File: config.mk
export PLATFORM = sky130hd
export DESIGN_NAME = a2bus_capture_fifo
export DESIGN_NICKNAME = d
export VERILOG_FILES = /design/src/rtl/a2bus_capture_pkg.sv /design/src/rtl/a2_sync_fifo.sv /design/src/rtl/a2bus_capture_fifo.sv
export SDC_FILE = /design/constraint.sdc
export NUM_CORES = 1
export LEC_CHECK = 0
export BUFFER_PORTS_ARGS = -buffer_cell sky130_fd_sc_hd__buf_2
export CORE_MARGIN = 3
export CORE_UTILIZATION = 60
export DETAILED_ROUTE_END_ITERATION = 8
export PLACE_DENSITY = 0.78
export SLEW_MARGIN = 40
export SYNTH_ARGS = -nofsm -noshare
export SYNTH_HDL_FRONTEND = slang
export SYNTH_SLANG_ARGS = --single-unit
File: constraint.sdc
create_clock -name clk_logic_i -period 3.6 [get_ports clk_logic_i]
set_clock_uncertainty 0.05 [all_clocks]
set_input_delay 0.72 -clock clk_logic_i [delete_from_list [all_inputs] [get_ports clk_logic_i]]
set_output_delay 0.72 -clock clk_logic_i [all_outputs]
set_load 0.02 [all_outputs]
File: src/rtl/a2bus_capture_pkg.sv
// Shared types and helpers for the Apple II bus capture queue.
// An entry is one sampled bus cycle packed as {rw_n, addr, data}.
package a2bus_capture_pkg;

    typedef struct packed {
        logic        rw_n;
        logic [15:0] addr;
        logic [7:0]  data;
    } a2_capture_entry_t;

    localparam int A2_CAPTURE_ENTRY_W = 25;

    // Inclusive, unsigned 16-bit window test.
    function automatic logic addr_in_window(input logic [15:0] addr,
                                            input logic [15:0] lo,
                                            input logic [15:0] hi);
        return (addr >= lo) && (addr <= hi);
    endfunction

endpackage

File: src/rtl/a2_sync_fifo.sv
// Generic first-word-fall-through FIFO with wrap-bit pointers and a registered level.
// Memory has no reset so it maps onto distributed RAM.
module a2_sync_fifo #(
    parameter int WIDTH = 25,
    parameter int DEPTH = 16
) (
    input  logic                     clk_i,
    input  logic                     rst_i,
    input  logic                     push_i,
    input  logic                     pop_i,
    input  logic                     clear_i,
    input  logic [WIDTH-1:0]         wdata_i,
    output logic [WIDTH-1:0]         rdata_o,
    output logic                     full_o,
    output logic                     empty_o,
    output logic [$clog2(DEPTH):0]   level_o
);

    localparam int AW = $clog2(DEPTH);
    localparam logic [AW:0] ONE = (AW+1)'(1);

    logic [AW:0]      wr_ptr_q, wr_ptr_d;
    logic [AW:0]      rd_ptr_q, rd_ptr_d;
    logic [AW:0]      level_q, level_d;
    logic [WIDTH-1:0] mem_q [DEPTH];
    logic             do_push;
    logic             do_pop;

    assign empty_o = (wr_ptr_q == rd_ptr_q);
    assign full_o  = (wr_ptr_q[AW] != rd_ptr_q[AW]) &&
                     (wr_ptr_q[AW-1:0] == rd_ptr_q[AW-1:0]);

    // A push into a full FIFO is allowed when the head leaves in the same cycle.
    assign do_pop  = pop_i && !empty_o && !clear_i;
    assign do_push = push_i && (!full_o || do_pop) && !clear_i;

    // Masked when empty so the head reads as zero out of reset and after a flush.
    assign rdata_o = empty_o ? '0 : mem_q[rd_ptr_q[AW-1:0]];
    assign level_o = level_q;

    always_comb begin
        wr_ptr_d = wr_ptr_q;
        rd_ptr_d = rd_ptr_q;
        level_d  = level_q;
        if (clear_i) begin
            wr_ptr_d = '0;
            rd_ptr_d = '0;
            level_d  = '0;
        end else begin
            if (do_push) begin
                wr_ptr_d = wr_ptr_q + ONE;
            end
            if (do_pop) begin
                rd_ptr_d = rd_ptr_q + ONE;
            end
            if (do_push && !do_pop) begin
                level_d = level_q + ONE;
            end else if (!do_push && do_pop) begin
                level_d = level_q - ONE;
            end
        end
    end

    always_ff @(posedge clk_i or posedge rst_i) begin
        if (rst_i) begin
            wr_ptr_q <= '0;
            rd_ptr_q <= '0;
            level_q  <= '0;
        end else begin
            wr_ptr_q <= wr_ptr_d;
            rd_ptr_q <= rd_ptr_d;
            level_q  <= level_d;
        end
    end

    always_ff @(posedge clk_i) begin
        if (do_push) begin
            mem_q[wr_ptr_q[AW-1:0]] <= wdata_i;
        end
    end

endmodule

File: src/rtl/a2bus_capture_fifo.sv
// Filters sampled Apple II bus cycles against an address window and queues matches
// for a valid/ready consumer, with sticky overflow and a saturating drop counter.
module a2bus_capture_fifo
    import a2bus_capture_pkg::*;
#(
    parameter int          DEPTH         = 16,
    parameter logic [15:0] ADDR_LO       = 16'hC000,
    parameter logic [15:0] ADDR_HI       = 16'hC0FF,
    parameter bit          CAPTURE_READS = 1'b0
) (
    input  logic                          clk_logic_i,
    input  logic                          system_reset_i,
    input  logic                          strobe_i,
    input  logic [15:0]                   addr_i,
    input  logic [7:0]                    data_i,
    input  logic                          rw_n_i,
    input  logic                          clear_i,
    output logic                          valid_o,
    input  logic                          ready_i,
    output logic [A2_CAPTURE_ENTRY_W-1:0] entry_o,
    output logic [$clog2(DEPTH):0]        level_o,
    output logic                          overflow_o,
    output logic [7:0]                    drop_count_o
);

    function automatic logic [7:0] sat_inc8(input logic [7:0] v);
        return (v == 8'hFF) ? v : v + 8'd1;
    endfunction

    logic              match;
    logic              cap_valid_q, cap_valid_d;
    a2_capture_entry_t cap_entry_q, cap_entry_d;
    logic              pop;
    logic              drop;
    logic              overflow_q, overflow_d;
    logic [7:0]        drop_count_q, drop_count_d;
    logic              fifo_full;
    logic              fifo_empty;

    // Stage 1: window match and capture register.
    assign match = strobe_i && addr_in_window(addr_i, ADDR_LO, ADDR_HI) &&
                   (!rw_n_i || CAPTURE_READS);
    assign cap_valid_d = match && !clear_i;
    assign cap_entry_d = {rw_n_i, addr_i, data_i};

    always_ff @(posedge clk_logic_i or posedge system_reset_i) begin
        if (system_reset_i) begin
            cap_valid_q <= 1'b0;
        end else begin
            cap_valid_q <= cap_valid_d;
        end
    end

    always_ff @(posedge clk_logic_i) begin
        if (match) begin
            cap_entry_q <= cap_entry_d;
        end
    end

    // Stage 2: push into the queue, or account for a drop when it cannot take the entry.
    assign valid_o = !fifo_empty;
    assign pop     = valid_o && ready_i;
    assign drop    = cap_valid_q && fifo_full && !pop && !clear_i;

    always_comb begin
        overflow_d   = overflow_q;
        drop_count_d = drop_count_q;
        if (clear_i) begin
            overflow_d   = 1'b0;
            drop_count_d = 8'd0;
        end else if (drop) begin
            overflow_d   = 1'b1;
            drop_count_d = sat_inc8(drop_count_q);
        end
    end

    always_ff @(posedge clk_logic_i or posedge system_reset_i) begin
        if (system_reset_i) begin
            overflow_q   <= 1'b0;
            drop_count_q <= 8'd0;
        end else begin
            overflow_q   <= overflow_d;
            drop_count_q <= drop_count_d;
        end
    end

    assign overflow_o   = overflow_q;
    assign drop_count_o = drop_count_q;

    a2_sync_fifo #(
        .WIDTH (A2_CAPTURE_ENTRY_W),
        .DEPTH (DEPTH)
    ) u_fifo (
        .clk_i   (clk_logic_i),
        .rst_i   (system_reset_i),
        .push_i  (cap_valid_q),
        .pop_i   (pop),
        .clear_i (clear_i),
        .wdata_i (cap_entry_q),
        .rdata_o (entry_o),
        .full_o  (fifo_full),
        .empty_o (fifo_empty),
        .level_o (level_o)
    );

endmodule

## Yosys cells after proc, flatten, opt, wreduce, memory -nomap -nowiden

Memories as Yosys holds them, arrays and structs flattened.
Index checks and enable logic that the tools add are counted.

| operators by class | value |
|---|---|
| multiplexer cells | 15 |
| magnitude comparators | 2 |
| add/subtract/negate cells | 5 |
| eq/ne operators | 5 |
| reductions and logical operators | 28 |

Operators by type and width:

| operator | count |
|---|---|
| two-way mux 5 bit | 7 |
| two-way mux 25 bit | 1 |
| two-way mux 8 bit | 3 |
| greater-or-equal comparator 16 bit (second input constant) | 1 |
| less-or-equal comparator 16 bit (second input constant) | 1 |
| adder 5 x 1 -> 5 bit (second input constant) | 3 |
| logical AND 1 bit | 15 |
| adder 8 x 1 -> 8 bit (second input constant) | 1 |
| == test 8 bit (second input constant) | 1 |
| zero test 1 bit | 7 |
| nonzero test 2 bit | 3 |
| == test 5 bit | 1 |
| subtractor 5 x 1 -> 5 bit (second input constant) | 1 |
| == test 4 bit | 1 |
| two-way mux 1 bit | 4 |
| nonzero test 3 bit | 1 |
| != test 2 bit (second input constant) | 1 |
| AND reduction 2 bit | 1 |
| logical OR 1 bit | 1 |
| != test 1 bit | 1 |

| storage, ports and cells | value |
|---|---|
| register bits after elaboration | 50 |
| logic and storage cells | 65 |
| memories | 1 |
| bits of input ports | 30 |
| output and inout bits | 40 |
| memory bits (writable) | 400 |

Memories:

| name | words | bits a word | rd ports | clocked after memory_dff | write ports | RTL line | text |
|---|---|---|---|---|---|---|---|
| u_fifo.mem_q | 16 | 25 | 1 | 0 | 1 | a2_sync_fifo.sv:25 | `logic [WIDTH-1:0] mem_q [DEPTH];` |

## Depth between registers and ports, before layout

Gate-level depths: netlist of run 1.

| depth | value |
|---|---|
| word-level depth | 13 |
| gate-level depth with buffers | 11 |
| depth with buffers taken out | 10 |

## Modules after synthesis

Synthesis of run 1 repeated with hierarchy kept, for this count alone.

| unflattened totals | value |
|---|---|
| cells, all modules | 791 |
| area total of the unflattened synthesis | 17673.2 µm² |

By module, submodules not included:

| module | area an instance (µm²) | seq. area each (µm²) | instances | cells an instance |
|---|---|---|---|---|
| a2_sync_fifo | 16339.4 | 12386.9 | 1 | 707 |
| a2bus_capture_fifo | 1333.8 | 1001.0 | 1 | 84 |

## Least setup slack after synthesis of run 1

Ideal clock, no wire load.

| path | value |
|---|---|
| path kind | input-to-reg |
| start point | in addr_i[13] |
| end point | reg cap_entry_q[0] (netlist name), enable pin |
| arrival time | 3.697 ns |
| path buffers | 0 |
| path slack | -0.622 ns |
| library setup time | 0.475 ns |
| stages on the path | 2 |
| data required time | 3.075 ns |
| path through | or4_1 nor4_1 |

| on the way | value |
|---|---|
| longest elaborated chain between the ends | 4 |
| elaborated cells on any way between the ends | 5 |
| those cells by class | order compare: 2; reduce/logical: 3 |

Ends and longest elaborated chain:

| item | RTL line | text |
|---|---|---|
| start: declaration | a2bus_capture_fifo.sv:14 | `input logic [15:0] addr_i,` |
| greater-or-equal comparator 16 bit or less-or-equal comparator 16 bit (tied branches) | a2bus_capture_pkg.sv:17 | `return (addr >= lo) && (addr <= hi);` |
| logical AND 1 bit (*) | a2bus_capture_pkg.sv:17 |  |
| logical AND 1 bit (*) (2 in a row) | a2bus_capture_fifo.sv:41 | `assign match = strobe_i && addr_in_window(addr_i, ADDR_LO, ADDR_HI) &&` |
| named net match | a2bus_capture_fifo.sv:30 | `logic match;` |
| end signal: assignment | a2bus_capture_fifo.sv:56 | `cap_entry_q <= cap_entry_d;` |
| end: declaration | a2bus_capture_fifo.sv:32 | `a2_capture_entry_t cap_entry_q, cap_entry_d;` |

Mark *: on every way through the listed nets, which the timed path passes. The rest lies on a longest branch.
A chain may end at the register's enable or synchronous reset.

## Worst setup path in the final report of run 1

| path | value |
|---|---|
| start point | reg u_fifo.rd_ptr_q[2] |
| end point | out entry_o[16] |

| on the way | value |
|---|---|
| longest elaborated chain between the ends | 2 |
| elaborated cells on any way between the ends | 3 |
| those cells by class | eq/ne: 1; mux: 1; memory: 1 |

Ends and longest elaborated chain:

| item | RTL line | text |
|---|---|---|
| start: declaration | a2_sync_fifo.sv:23 | `logic [AW:0] rd_ptr_q, rd_ptr_d;` |
| start signal: assignment | a2_sync_fifo.sv:71 | `rd_ptr_q <= rd_ptr_d;` |
| memory read (16 x 25 bit) or == test 5 bit (tied branches) | - |  |
| two-way mux 25 bit (*) | a2_sync_fifo.sv:38 | `assign rdata_o = empty_o ? '0 : mem_q[rd_ptr_q[AW-1:0]];` |
| end: declaration | a2bus_capture_fifo.sv:20 | `output logic [A2_CAPTURE_ENTRY_W-1:0] entry_o,` |

Every way passes the cells marked *; elsewhere a longest branch is shown, timed or not.

==> results.md, run 1 <==
- H-tree depth: 2
- Initial Util: 61.22%
- Worst Setup Start Kind: flop
- Vias per cell: 6.417
- Max FO, Critical Path: 78
- 1st-iter DRT viols: 946
- # IOs: 70
- Final ANT Viol Nets: 0
- N_diodes: 0
- Setup violators final: 0
- Max Clk Rate: 281.8 MHz
- Die width: 177.8 um
- Finished Core Util: 69.99%
- Number of global-route vias before repair: 8887
- Max_slew headroom: 43.39%
- Max VDD drop: 0.4163 mV
- Final instance area: 20250 sq um
- Total Routing Usage GR: 23.66%
- Residual DRC: 0
- Synth area leader: edfxtp_1
- Grt total ovfl: 0
- Worst hold path class: in2async
- Yosys warnings: 0
- RSZ-0062 raised after global routing: true
- Critical Path Sink Type: output port
- Slowest CP cell: a211oi_1
- Post-synthesis simple-gate area fraction: 3.440%
- Gpl congestion: 0.8048
- Max Cap Violations: 0
- Global-route wire length before repair: 54910 um
- PwrDens: 515.4 nW/um^2
- CTS Sinks: 450
- CP arrival: 2780 ps
- Final Routed Wirelength: 36590 um
- EDFF count, synth: 425
- Later-pin clock latency in the skew report: 540 ps
- Largest family of logic cells by synthesized area: multiplexers
- Die Footprint: 31620 sq um
- Largest net degree at the start of global routing: 104
- Status: completed
- Critical path class: reg2out
- Post-synth top area share: 72.04%
- Clk root buf: clkbuf_16
- Crit path top cell by count: a211oi_1
- Final cell count without fillers: 1363
- Leakage: 6.441 nW
- Detailed placer's ending HPWL: 18690 um
- Final Slew Violations: 0
- Cts bufs inserted: 45
- IO Port Bufs: 69
- Final Hold Fails: 0
- Synth Net Count: 885
- 1st-pass router iterations: 5
- Fin crit period: 3548 ps
- Post-Synth Adder-Cell Area: 0.8193%
- Cells after synthesis: 844
- Max incr delay on CP: 510 ps
- Layout cell share with drive strength beyond 1: 29.72%
- Max clock buf depth: 3
- Complex-gate fraction of the synthesized area: 2.896%
- Seq/Total Area, Yosys: 75.58%
- Synth-to-Final Area Change: 14.32%
- Placed insts: 1276
- CP Cell Sequence: buf_12, mux4_2, nor2b_1, a211oi_1, a211oi_1, buf_2
- Avg Cell Area, Syn: 20.99 sq um
- Critical path data required time: 2830 ps
- Clk slew on worst S/H paths: 60 ps
- Dpl cell area: 18690 sq um
- Vias: 8747
- Primary FF master, synth: edfxtp_1
- Synth Area in XOR/XNOR: 1.208%
- Post-synth cell types: 45
- Std cell rows: 62
- Final nets: 984
- Filler instances: 1727
- Slew at the pin with the worst max-slew slack: 849.2 ps
- Tcrit/Tclk final: 98.57%
- Cell area after synthesis: 17710 sq um
- Core ar.: 28940 sq um
- Async S/R FF share, synth: 5.556%
- Top post-synthesis cells by area: edfxtp_1 72%, mux4_2 13%, dfrtp_1 3.5%
- Die Ht: 177.8 um
- Post-synthesis mux area share: 14.67%
- Antenna violations before repair: 0
- DR WL/cell: 26.85 um
- Flops & latches, synth: 450
- CTS tree: done
-- cell usage in the layout (no fill, tap or decap), types with 5 or more instances in the layout --
master     Yosys  layout
mux4_2       100     100
a21oi_1        5       5
ha_1          10      10
and2_2         0       7
xnor2_1       13      13
a211oi_1      51      47
clkbuf_1      25      14
nand2_1        6       6
nor2b_1       30      30
buf_2         14      69
clkinv_2       0       6
dfrtp_1       25      21
nand3_1        6       6
buf_12         0       9
buf_4          6      15
mux2i_1       29      29
nor2_1        24      24
and2_1        17       9
clkbuf_16      0      47
clkinv_1       0       8
edfxtp_1     425     425
-- stage by stage --
stage	setup WS (ps)	total power [W]	setup TNS [ps]	hold slack, ps
finish	51.54	0.01044	0	184.4
global placement	454.6	0.005977	0	430.1
global route	-6.253	0.01071	-11.91	216.2
detailed placement	345.5	0.005990	0	438.9
floorplan	438.8	0.005921	0	541.3
CTS	2.460	0.01049	0	189.7
-- cell families after synthesis --
logic type / after synthesis
muxes: 134
adders and majority gates: 11
DFF: 450
and+or+nand+nor: 107
AOI/OAI and AO/OA: 68
xor gates and xnor gates: 21
buffers and inverters: 53
-- sequential cells by signal, summed over array words and instances (netlist names) --
name and flops:
cap_valid_q 1, u_fifo.level_o 5, u_fifo.mem_q 400, drop_count_o 8, cap_entry_q 25, overflow_o 1
u_fifo.rd_ptr_q 5, u_fifo.wr_ptr_q 5
-- worst max-delay path: cells and delay by family, from the launching register on --
family / cells / cell delay [ps]
AOI/OAI and AO/OA: 2 / 570
buffers and inverters: 2 / 650
DFF: 1 / 440
muxes: 1 / 320
and+or+nand+nor: 1 / 130
-- path summary, 6_finish.rpt --
path,startpoint,end,slack [ps],depth (start not counted)
max,u_fifo.rd_ptr_q[2]$_DFFE_PP0P_,entry_o[16],50,6
min,system_reset_i,u_fifo.level_o[4]$_DFFE_PP0P_,180,2
max reg2reg,u_fifo.rd_ptr_q[1]$_DFFE_PP0P_,u_fifo.level_o[4]$_DFFE_PP0P_,340,10
min reg2reg,overflow_o$_DFFE_PP0P_,overflow_o$_DFFE_PP0P_,450,2
max in group asynchronous,system_reset_i,u_fifo.rd_ptr_q[0]$_DFFE_PP0P_,2890,2
min in group clk_logic_i,data_i[3],cap_entry_q[3]$_DFFE_PP_,310,1
-- layout make-up --
cell class              instances  area [sq um]  share of cell area, %
repair buffers                 99         780.7                  3.855
flip-flops and latches        450         13400                  66.17
clock buffers                  61          1229                  6.067
clock inverters                22         212.7                  1.050
multi-input cells             341          4126                  20.38
inverters                       6         22.52                 0.1112
well taps                     384         480.5                  2.372
-- where the power goes --
group	internal [W]	leakage, nW	switching (W)
Sequential	0.00566	4.15	0.0000215
Clock	0.00268	0.697	0.00188
Combinational	0.0000915	1.59	0.000102
-- cell usage after synthesis, types with 10 or more instances --
cell,instances
dfrtp_1,25
nor2b_1,30
edfxtp_1,425
mux4_2,100
xnor2_1,13
a211oi_1,51
buf_2,14
mux2i_1,29
clkbuf_1,25
ha_1,10
and2_1,17
nor2_1,24
-- layer usage --
| layer | wire length, um | GRT usage (%) | part of all wire (%) | vias up |
|---|---|---|---|---|
| met5 | 0 | 0 | 0 | - |
| met4 | 1041 | 7.886 | 2.8 | 0 |
| met3 | 2838 | 3.872 | 7.8 | 84 |
| met2 | 18140 | 37.89 | 50 | 437 |
| met1 | 14580 | 34.00 | 40 | 4540 |
| li1 | - | - | - | 3686 |
-- what timing repair did --
item	in CTS	in global routing
pin swaps	0	1
buffers inserted	0	2
resized for setup	3	5
cloned	2	0
endpoints found under the setup margin	15	13
endpoints found under the hold margin	0	0
hold buffers	0	0
No activity file was read; power rests on OpenSTA's default activity.
==> inputs of run 2 (changes only) <==
--- a/config.mk
+++ b/config.mk
@@ -6,10 +6,10 @@
 export NUM_CORES = 1
 export LEC_CHECK = 0
 export BUFFER_PORTS_ARGS = -buffer_cell sky130_fd_sc_hd__buf_2
-export CORE_MARGIN = 3
-export CORE_UTILIZATION = 60
+export CORE_MARGIN = 8
+export CORE_UTILIZATION = 61
 export DETAILED_ROUTE_END_ITERATION = 8
-export PLACE_DENSITY = 0.78
+export PLACE_DENSITY = 0.79
 export SLEW_MARGIN = 40
 export SYNTH_ARGS = -nofsm -noshare
 export SYNTH_HDL_FRONTEND = slang
==> run 2 against run 1 <==
Final cell count unchanged. Critical path depth unchanged. Fmax about the same. Register-to-register slack better by 20 ps. Non-clock buffer count up 6. Critical path type unchanged. Largest cell class unchanged. Highest routed layer is now met5.
==> results.md, run 2 (synthesis results as in run 1) <==
- Clock power frac: 42.2%
- Buf+Inv Stages, Crit Path: 2
- RSZ-0062 raised after global routing: true
- Fin crit period: 3552 ps
- Core ar.: 28630 sq um
- Int Pwr: 0.008240 W
- Max Clk Rate: 281.5 MHz
- Worst path top cell family by delay: buffers and inverters
- Global-route wire length before repair: 55590 um
- Final ANT Viol Nets: 0
- Final nets: 988
- Final Slew Violations: 0
- Worst Setup Start Kind: flop
- Number of global-route vias before repair: 9027
- Antenna violations before repair: 1
- Final Routed Wirelength: 37150 um
- Die width: 186.4 um
- Fin Setup TNS: 0 ps
- Crit path top cell by count: a211oi_1
- Commonest non-fill, non-tap cell in the layout: edfxtp_1
- Largest net degree at the start of global routing: 104
- Gpl congestion: 0.8014
- Largest register FFs: 400
- Worst hold path class: in2async
- Residual DRC: 0
- Tcrit/Tclk final: 98.66%
- CP arrival: 2780 ps
- CTS tree: done
- N_diodes: 0
- Clk root buf: clkbuf_16
- Total power: 0.01016 W
- Most frequent cells in the layout: 425 x edfxtp_1, 100 x mux4_2, 69 x buf_2
- Layout cell share with drive strength beyond 1: 29.11%
- Vias: 8780
- Max Cap Violations: 0
- Comb power frac: 1.9%
- IO Port Bufs: 69
- # IOs: 70
- Status: completed
- Filler instances: 1650
- Max FO, Critical Path: 22
- Critical path class: reg2out
- Cts bufs inserted: 43
- Clk slew on worst S/H paths: 60 ps
- Post-CTS setup buffers: 0
- Final Hold Fails: 0
- Max_slew headroom: 42.64%
- Setup violators final: 0
- CTS Sinks: 450
- Vias per cell: 6.442
- Initial Util: 61.88%
- Synth-to-Final Area Change: 13.44%
- Die Footprint: 34750 sq um
- Grt total ovfl: 0
- Slew at the pin with the worst max-slew slack: 848.4 ps
- NetSw: 0.001917 W
- PwrDens: 505.4 nW/um^2
- 1st-pass router iterations: 5
- Slowest CP cell: mux4_2
- Critical Path Sink Type: output port
- Later-pin clock latency in the skew report: 530 ps
- Net Sw Frac: 18.87%
- Cts hold-fix bufs: 0
- Leakage: 6.405 nW
- H-tree depth: 2
- Std cell rows: 62
- Reg power frac: 56.0%
- Total Routing Usage GR: 21.18%
- CP Cell Sequence: clkbuf_8, mux4_2, nor2b_1, a211oi_1, a211oi_1, buf_2
- Critical path data required time: 2830 ps
- Max clock buf depth: 3
- Detailed placer's ending HPWL: 18830 um
- Die Ht: 186.4 um
- Max VDD drop: 0.3777 mV
- 1st-iter DRT viols: 933
- DR WL/cell: 27.26 um
- Max incr delay on CP: 540 ps
run 2: final timing paths:
check	depth (start not counted)	slack [ps]	endpoint	start
hold / removal	2	190	drop_count_o[1]$_DFFE_PP0P_	system_reset_i
min in group clk_logic_i	1	320	cap_entry_q[8]$_DFFE_PP_	addr_i[0]
setup / recovery	6	50	entry_o[17]	u_fifo.rd_ptr_q[0]$_DFFE_PP0P_
setup reg to reg	10	360	u_fifo.level_o[4]$_DFFE_PP0P_	u_fifo.rd_ptr_q[0]$_DFFE_PP0P_
max in group asynchronous	2	2890	u_fifo.rd_ptr_q[1]$_DFFE_PP0P_	system_reset_i
hold reg to reg	2	460	overflow_o$_DFFE_PP0P_	overflow_o$_DFFE_PP0P_
run 2: worst register-to-register path: stages (launching register included):
cell      delay [ps]
dfrtp_4          560
xnor2_2          210
and4_1           260
mux2i_1          420
nand2b_1         240
fa_1             460
a21o_1           190
a21oi_1          170
nor2b_1           70
a32oi_1          160
mux2_1           330
run 2: power groups by stage:
| stage | Sequential [W] | Clock, W | Combinational, W |
|---|---|---|---|
| floorplan | 0.00581 | 0 | 0.000111 |
| global placement | 0.00579 | 0 | 0.000187 |
| detailed placement | 0.00579 | 0 | 0.000191 |
| CTS | 0.00568 | 0.00433 | 0.000192 |
| global route | 0.00568 | 0.00454 | 0.000210 |
| finish | 0.00568 | 0.00428 | 0.000189 |
run 2: cell type report:
| cell class | instances | area, sq um | share of cell area (%) |
|---|---|---|---|
| clock buffer | 51 | 1149 | 5.716 |
| clock inverter | 26 | 198.9 | 0.9900 |
| tap | 384 | 480.5 | 2.391 |
| inverter | 6 | 22.52 | 0.1121 |
| sequential | 450 | 13400 | 66.68 |
| timing repair buffer | 105 | 734.5 | 3.655 |
| multi-input combinational | 341 | 4110 | 20.45 |
run 2: routing by layer:
metal / up-vias / track usage, % / share of wire [%]
met5: - / 0 / 0.035
li1: 3682 / - / -
met3: 77 / 4.679 / 8.1
met2: 444 / 34.56 / 49
met1: 4575 / 28.30 / 40
met4: 2 / 6.835 / 2.8
run 2: timing repair:
item	CTS	global route
setup endpoints to repair	3	14
gates cloned	0	1
gates resized for setup	2	4
run 2: per-stage QoR:
stage | instances | hold WS [ps] | util, % | instance area (sq um) | worst slack (ps)
after floorplan | 844 | 541.3 | - | 17720 | 438.8
after global placement | 1285 | 452.8 | 65.31 | 18690 | 438.5
after detailed placement | 1285 | 463.8 | 65.31 | 18690 | 403.3
after CTS | 1362 | 194.6 | 70.06 | 20050 | 3.303
after global routing | 1363 | 228.5 | 70.20 | 20100 | -69.12
final | 1363 | 187.3 | 70.20 | 20100 | 48.06
